`src/rtl/k2_program_loader.sv`:
```
// Writable K2 instruction store: loads a program over a byte stream, verifies a
// trailing checksum, and holds the processor in reset until a good image is resident.
`timescale 1ns/1ps
module k2_program_loader #(
  parameter int unsigned ADDR_W = 4,
  parameter int unsigned INST_W = 8
) (
  input  logic              clk,
  input  logic              rst,
  input  logic              load_start,
  input  logic [ADDR_W:0]   load_len,
  input  logic [INST_W-1:0] load_data,
  input  logic              load_valid,
  output logic              load_ready,
  input  logic [ADDR_W-1:0] ProgramAddress,
  output logic [INST_W-1:0] instruction_data,
  output logic              cpu_hold,
  output logic              load_done,
  output logic              load_error
);

  localparam int unsigned DEPTH = 2 ** ADDR_W;
  localparam logic [ADDR_W:0] DEPTH_L = (ADDR_W + 1)'(DEPTH);

  typedef enum logic [2:0] {IDLE, LOAD, CHECK, RUN, ERROR} state_t;

  state_t            state, next_state;
  logic [INST_W-1:0] mem [DEPTH];
  logic [ADDR_W-1:0] wr_ptr;
  logic [INST_W-1:0] sum, sum_next;
  logic [ADDR_W:0]   len;
  logic              len_ok, xfer, last_word, sum_good;

  assign instruction_data = mem[ProgramAddress];

  always_comb begin
    len_ok     = (load_len != '0) && (load_len <= DEPTH_L);
    // load_start wins over a same-cycle byte, so that byte is never consumed
    xfer       = load_valid && load_ready && !load_start &&
                 ((state == LOAD) || (state == CHECK));
    sum_next   = sum + load_data;
    sum_good   = (sum_next == '0);
    last_word  = ({1'b0, wr_ptr} == (len - 1'b1));
    next_state = state;
    if (load_start) begin
      next_state = len_ok ? LOAD : ERROR;
    end else begin
      case (state)
        LOAD:    if (xfer && last_word) next_state = CHECK;
        CHECK:   if (xfer) next_state = sum_good ? RUN : ERROR;
        default: next_state = state;
      endcase
    end
  end

  always_ff @(posedge clk) begin
    if (rst) begin
      state      <= IDLE;
      wr_ptr     <= '0;
      sum        <= '0;
      len        <= '0;
      load_ready <= 1'b0;
      cpu_hold   <= 1'b1;
      load_done  <= 1'b0;
      load_error <= 1'b0;
      for (int unsigned i = 0; i < DEPTH; i++) mem[i] <= '0;
    end else begin
      state      <= next_state;
      // status outputs decode the current state, so they trail a transition by one cycle
      load_ready <= (state == LOAD) || (state == CHECK);
      cpu_hold   <= (state != RUN);
      load_done  <= (state == CHECK) && xfer && sum_good;
      load_error <= (next_state == ERROR);
      if (load_start) begin
        wr_ptr <= '0;
        sum    <= '0;
        len    <= load_len;
        for (int unsigned i = 0; i < DEPTH; i++) mem[i] <= '0;
      end else if (xfer) begin
        sum <= sum_next;
        if (state == LOAD) begin
          mem[wr_ptr] <= load_data;
          wr_ptr      <= wr_ptr + 1'b1;
        end
      end
    end
  end

endmodule

```
`config.mk`:
```
export PLATFORM = sky130hd
export DESIGN_NAME = k2_program_loader
export DESIGN_NICKNAME = d
export VERILOG_FILES = /design/src/rtl/k2_program_loader.sv
export SDC_FILE = /design/constraint.sdc
export NUM_CORES = 1
export LEC_CHECK = 0
export ABC_AREA = 1
export CORE_MARGIN = 1.5
export CORE_UTILIZATION = 45
export DETAILED_ROUTE_END_ITERATION = 12
export HOLD_SLACK_MARGIN = 0.06
export MAX_ROUTING_LAYER = met4
export SYNTH_ARGS = -nofsm -noshare
export SYNTH_HDL_FRONTEND = slang
export SYNTH_SLANG_ARGS = --single-unit
```
`constraint.sdc`:
```
create_clock -name clk -period 3.7 [get_ports clk]
set_input_delay 0.925 -clock clk [delete_from_list [all_inputs] [get_ports clk]]
set_output_delay 0.925 -clock clk [all_outputs]
set_load 0.05 [all_outputs]
```
== Word level (Yosys, flattened, before mapping) ==
Memories as Yosys holds them, arrays and structs flattened.
Cells that the tools add are included.
Word-level totals
  memory bits (writable): 128
  input port bits: 21
  flip-flop bits (word level): 24
  output and inout port bits: 12
  memories kept: 1
  word-level logic and storage cells: 83
Operators by class
  bitwise logic cells: 16
  add/sub/neg operators: 3
  equality and inequality tests: 5
  multiplexer cells: 35
  reduce and logical (&&, ||, !) cells: 14
  order comparisons: 1
Memories
  mem: depth 16, width 8, rd ports 1, clocked after memory_dff 0, write ports 16, RTL line 28  | logic [INST_W-1:0] mem [DEPTH];
Operators by type and width (count)
  $mux W8: 17
  $or A1 B1 Y1: 16
  $mux W3: 5
  $mux W1: 11
  $add A8 B8 Y8: 1
  $logic_not A8 Y1: 1
  $reduce_or A8 Y1: 1
  $logic_and A1 B1 Y1: 7
  $pmux W3 S2: 1
  $eq A4 B5 Y1: 1
  $le A5 B5 Y1 const B: 1
  $reduce_bool A5 Y1: 1
  $sub A5 B1 Y5 const B: 1
  $add A4 B1 Y4 const B: 1
  $mux W4: 1
  $eq A3 B1 Y1 const B: 1
  $eq A3 B2 Y1 const B: 1
  $eq A3 B3 Y1 const B: 1
  $ne A3 B2 Y1 const B: 1
  $reduce_and A2 Y1: 1
  $reduce_or A2 Y1: 1
  $logic_not A1 Y1: 1
  $logic_or A1 B1 Y1: 1

== Logic depth before layout (Yosys ltp) ==
Gate-level depths: netlist of run 1.
  word-level depth: 9
  mapped depth: 18
  gate-level depth less buffers: 18

== Least setup slack after synthesis of run 1 ==
No wires, ideal clock.
  kind: input port to output port
  start: input ProgramAddress[0]
  end: output instruction_data[7]
  path buffers: 3
  required time: 2.775 ns
  cell stages on the path: 8
  setup slack: 0.647 ns
  data arrival time: 2.128 ns
  path through: buf_2 buf_4 buf_4 a21oi_1 o21ai_0 o211ai_1 nand3_1 nand2_1
Between the ends
  cells in the longest elaborated chain, start to end: 1
Ends and longest elaborated chain
  start: declaration: RTL line 15  | input logic [ADDR_W-1:0] ProgramAddress,
  $mem_v2 Z16 W8
  end: declaration: RTL line 16  | output logic [INST_W-1:0] instruction_data,
Every way passes these cells.

== Worst setup path after layout of run 1 ==
  start: input ProgramAddress[1]
  end: output instruction_data[7]
Same word-level chain as after synthesis.

==> metrics, run 1 <==
clock slew at reported path FFs 0.06 ns; flops & latches, synth ~150; ys async rst share 0%; RR Endpoint load_error; sequential element share of the synthesized area 58.7%; CTS tree built; CTS Buf Count 17; Final Hold Vio Count 0; IO Pins 33; worst hold slack 0.437 ns; post-synth net total 789; initial antenna violation count 0; Post-synth EDFFs 128; CTS Buffer Depth 2; Hold EP cpu_hold; crit path cell chain clkdlybuf4s50_1 > buf_12 > a21oi_1 > o21ai_0 > o21ai_0 > o211ai_1 > nand2_1 > buf_12; DP Area between 8000 and 9000 µm²; row cnt 46; PD cells 476 nW/µm²; Worst Setup Path Type input pin to primary output; Setup TNS 0 ns; post-route cell area about 8600 µm²; syn_area_per_cell between 9 and 10 µm²; clk_lat worst skew 0.43 ns; ANT cells 0; Distinct cells, synth 31; placed instance count 980; core box area 15900 µm²; CTS Sinks 152; htree depth 4; top post-synthesis cells by count nor2_1 (162), edfxtp_1 (128), inv_1 (90); CP endpoint kind primary output; Detailed Place HPWL 12.1 mm; Clock Root Buffer clkbuf_16; Slew Limit Fails 0; cts hold-fix bufs 0; Worst Tran Pin Value between 0.7 and 0.8 ns; vias per inst 5.23; RD Place Congestion approximately 0.84; Mapped Cells between 700 and 800; WL final 17.4 mm; Area Overhead vs Synth 16.9%; final period utilization 94.3%; fin cells approximately 1000; RSZ-0062 raised after global routing false; Setup Skew 0.00513 ns; vias in the first global route about 5100; PortBufs 32; DR iter-0 viols 420; GR Util All Layers 22.6%; Nets around 820; CP max-delay cell clkdlybuf4s50_1; Crit Path Max Fanout 32; Die Wd around 130 µm; DR pass1 iterations 5; peak supply drop 0.335 mV; largest net degree at the start of global routing 61; share of layout cells above drive strength 1 10.1%; Final Setup Violations 0; WP data arrival between 2 and 3 ns; Congestion Overflow GR 0; Peak Freq 287 MHz; via count 5291; Starting Density 46.2%; status completed; Area contributors post-synth edfxtp_1 (52%), nor2_1 (8.3%), dfxtp_1 (6.5%), inv_1 (4.6%), mux2i_1 (4.3%); internal reg-to-reg setup slack between 1.5 and 2 ns; Critical Path Max Stage Delay 0.54 ns; Worst Hold Path Cells 1; Reg2Reg Depth 17; Synth top area share 52.2%; Startpoint Class input pin; leakage 3.58 nW; RR Startpoint sum[0]; cell taking the most area after synthesis edfxtp_1; fill count 1454; Critical Path RT around 2.8 ns; first-pass GRT wire length approximately 27 mm; Die Footprint 17200 µm²; Final min period 3.49 ns; ANT nets after route 0; Final Util 54.0%; Die Y 131 µm; Max Cap Viol 0; Top FF cell, synth edfxtp_1; Syn. warnings 0; drc violations 0; Post-CTS Setup Bufs 0; Post-CTS Resized 0; Mapped Area around 7400 µm²; Rel. slew slack approximately half; min-delay worst type flop to flop; routed wire length per instance 17.2 µm; hold_sp state[1]; top-count cell post-synth nor2_1
## layout by cell type (no fill, tap or decap), types with 11 or more instances in the layout
master,n
mux2i_1,32
a21oi_1,47
edfxtp_1,128
o21ai_0,53
nand2_1,70
nor2_1,161
dfxtp_1,24
nand2_2,19
ha_1,12
nand3_1,27
buf_12,11
inv_1,90
clkdlybuf4s50_1,23
o211ai_1,32
clkbuf_16,17
## worst max-delay path by stage
stage / startpoint / to / cells past startpoint
detailed placement: ProgramAddress[1] / instruction_data[7] / 8
global route: ProgramAddress[1] / instruction_data[0] / 8
floorplan: ProgramAddress[0] / instruction_data[7] / 8
global placement: ProgramAddress[1] / instruction_data[7] / 8
finish: ProgramAddress[1] / instruction_data[7] / 8
CTS: ProgramAddress[1] / instruction_data[7] / 8
## sequential cells by signal (all words and copies together) (netlist names)
name        flops
state           3
len             5
load_ready      1
sum             8
mem           128
cpu_hold        1
load_error      1
wr_ptr          4
load_done       1
## per-layer routing
metal | vias to the layer above | track usage, % | share of wire (%)
li1 | 2600 | - | -
met1 | 2517 | 28.2 | 44
met2 | 141 | 36.3 | 48
met3 | 33 | 4.19 | 4.8
met4 | 0 | 9.57 | 3.0
met5 | - | - | 0
## cell type report
class / count / area, µm² / share of cell area [%]
Multi-Input combinational cell: 478 / 2560 / 29.7
Clock buffer: 17 / 425 / 4.94
Tap cell: 216 / 270 / 3.14
Timing Repair Buffer: 43 / 518 / 6.01
Sequential cell: 152 / 4320 / 50.2
Inverter: 91 / 342 / 3.96
Clock inverter: 15 / 178 / 2.06
## kinds of logic (layout without fill, tap and decap cells)
logic type,Yosys count,count (layout),synth area share (%)
muxes,32,32,4.35
buffers and inverters,125,166,6.62
adders and majority gates,13,13,2.31
AOI/OAI and AO/OA,135,135,10.3
and+or+nand+nor,291,291,16.9
xor gates and xnor gates,7,7,0.832
DFF,152,152,58.7
## critical path, delay by kind of cell
family / cells / cell delay [ns]
AOI/OAI and AO/OA: 4 / 0.55
buffers and inverters: 3 / 0.93
and+or+nand+nor: 1 / 0.15
## power by group
part | switching, mW | internal, mW | total [mW]
Sequential | 0.0214 | 1.91 | 1.94
Clock | 0.716 | 1.06 | 1.78
Combinational | 0.248 | 0.139 | 0.387
Total | 0.985 | 3.11 | 4.10
## through the flow
step	setup WS (ns)	total power, mW
floorplan	0.647	2.20
global placement	0.328	2.35
detailed placement	0.273	2.36
CTS	0.264	4.12
global route	0.203	4.22
finish	0.213	4.10
(Power assumes the default switching activity.)
==> run 2: changes to the inputs <==
- PLACE_DENSITY: default -> 0.69
- clock period: 3.7 -> 4.5 ns (I/O delays scaled with it)
==> run 2 against run 1 <==
Routed wire length decreased by 3.4%. First-iteration DRC count increased by 27%. Highest routed layer unchanged. Die area unchanged.
==> metrics, run 2 (synthesis gave the netlist of run 1 again) <==
vias in the first global route 5182; Die Footprint 17200 µm²; vias per inst between 5 and 6; row cnt 46; CTS Sinks 152; Slew Limit Fails 0; placed instance count 978; share of layout cells above drive strength 1 9.57%; RD Place Congestion about 0.85; CTS tree built; Top Layer Used met4; Crit Path Max Fanout 66; Final Setup Violations 0; PortBufs 32; post-route total power 3.38 mW; Critical Path RT 3.38 ns; largest net degree at the start of global routing 67; Peak Freq 261 MHz; CTS Buf Count 17; CP endpoint kind primary output; Largest register FFs roughly 130; leading cell type in the layout, fill and taps excluded nor2_1; Worst Setup SP ProgramAddress[0]; DR pass1 iterations 5; Setup WS pre-CTS 0.678 ns; initial antenna violation count 0; Worst Setup Path Type input pin to primary output; Startpoint Class input pin; worst hold slack between 0.4 and 0.5 ns; Rel. slew slack a little under half; commonest cells after routing, fill and taps aside nor2_1 (161), edfxtp_1 (128), inv_1 (90), nand2_1 (70), o21ai_0 (53); Detailed Place HPWL 11.3 mm; top flop regs mem x128, sum x8, len x5; ANT nets after route 0; RR Startpoint load_ready; Setup TNS 0 ns; core box area 15900 µm²; CTS Buffer Depth 2; Routed met3 length 1.04 mm; clock slew at reported path FFs roughly 0.060 ns; leakage 3.56 nW; Post-CTS Resized 0; final period utilization 85.2%; peak supply drop around 0.27 mV; ANT cells 0; hold_sp state[1]; post-route cell area 8580 µm²; Starting Density 46.2%; IO Pins 33; cts hold-fix bufs 0; Max Cap Viol 0; register bank with the most flops mem; Post-CTS Setup Bufs 0; min-delay worst type flop to flop; htree depth 4; Nets 815; GR Util All Layers 21.9%; WL final 16.8 mm; Congestion Overflow GR 0; RSZ-0062 raised after global routing false; Final Hold Vio Count 0; Clock Root Buffer clkbuf_16; PD cells 394 nW/µm²; routed wire length per instance 16.7 µm; first-pass GRT wire length 26.9 mm; M1 wire length 7.30 mm; DR iter-0 viols 533; via count 5307; status completed; DP Area between 7000 and 8000 µm²; DR WL met2 8.01 mm; Worst Tran Pin Value 0.806 ns; Final Util 53.8%; Die Wd 131 µm; fin cells approximately 1000; WP data arrival 2.71 ns; Setup Skew 0.00836 ns; drc violations 0; clk_lat worst skew 0.42 ns; Final min period 3.83 ns; Setup WS post-layout ~0.67 ns; Die Y 131 µm; Area Overhead vs Synth 16.5%
run 2: cell count changes in the layout (fill, tap and decap cells not counted), sizes merged:
cell / delta
clkinv: -1
bufinv: +1
inv: -2
clkbuf: +1
buf: -2
clkinvlp: +1
run 2: worst max-delay path, cell delays in order:
cell and delay [ns]:
buf_4 0.32, buf_12 0.31, mux2i_1 0.38, o211ai_1 0.14, nand3_1 0.13, nand2_1 0.11
buf_12 0.17
run 2: area by class of cell:
class / count / area, µm²
clock buffers: 18 / 429
clock inverters: 14 / 181
fillers: 1410 / 7360
inverters: 91 / 342
multi-input cells: 478 / 2560
flip-flops and latches: 152 / 4320
well taps: 216 / 270
repair buffers: 41 / 478
run 2: path summary, 6_finish.rpt:
kind                         endpoint  slack (ns)  cells past startpoint
hold / removal               cpu_hold        0.44                      1
hold reg to reg              cpu_hold        0.44                      1
setup / recovery  instruction_data[3]        0.67                      7
setup reg to reg            mem[5][5]        2.35                      8
run 2: routing by layer:
layer	up-vias	track usage (%)
li1	2602	-
met1	2513	27.4
met2	159	34.4
met3	33	4.68
met4	0	9.57
met5	-	-
run 2: power by group:
part	internal (mW)	switching, mW	leakage (nW)
Clock	0.920	0.556	0.283
Combinational	0.111	0.203	1.66
Sequential	1.57	0.0168	1.62
==> run 3: changes to the inputs <==
- HOLD_SLACK_MARGIN: 0.06 -> 0.1
==> results of run 3 <==
Final layout, timing and power as in run 2 (identical DEF).
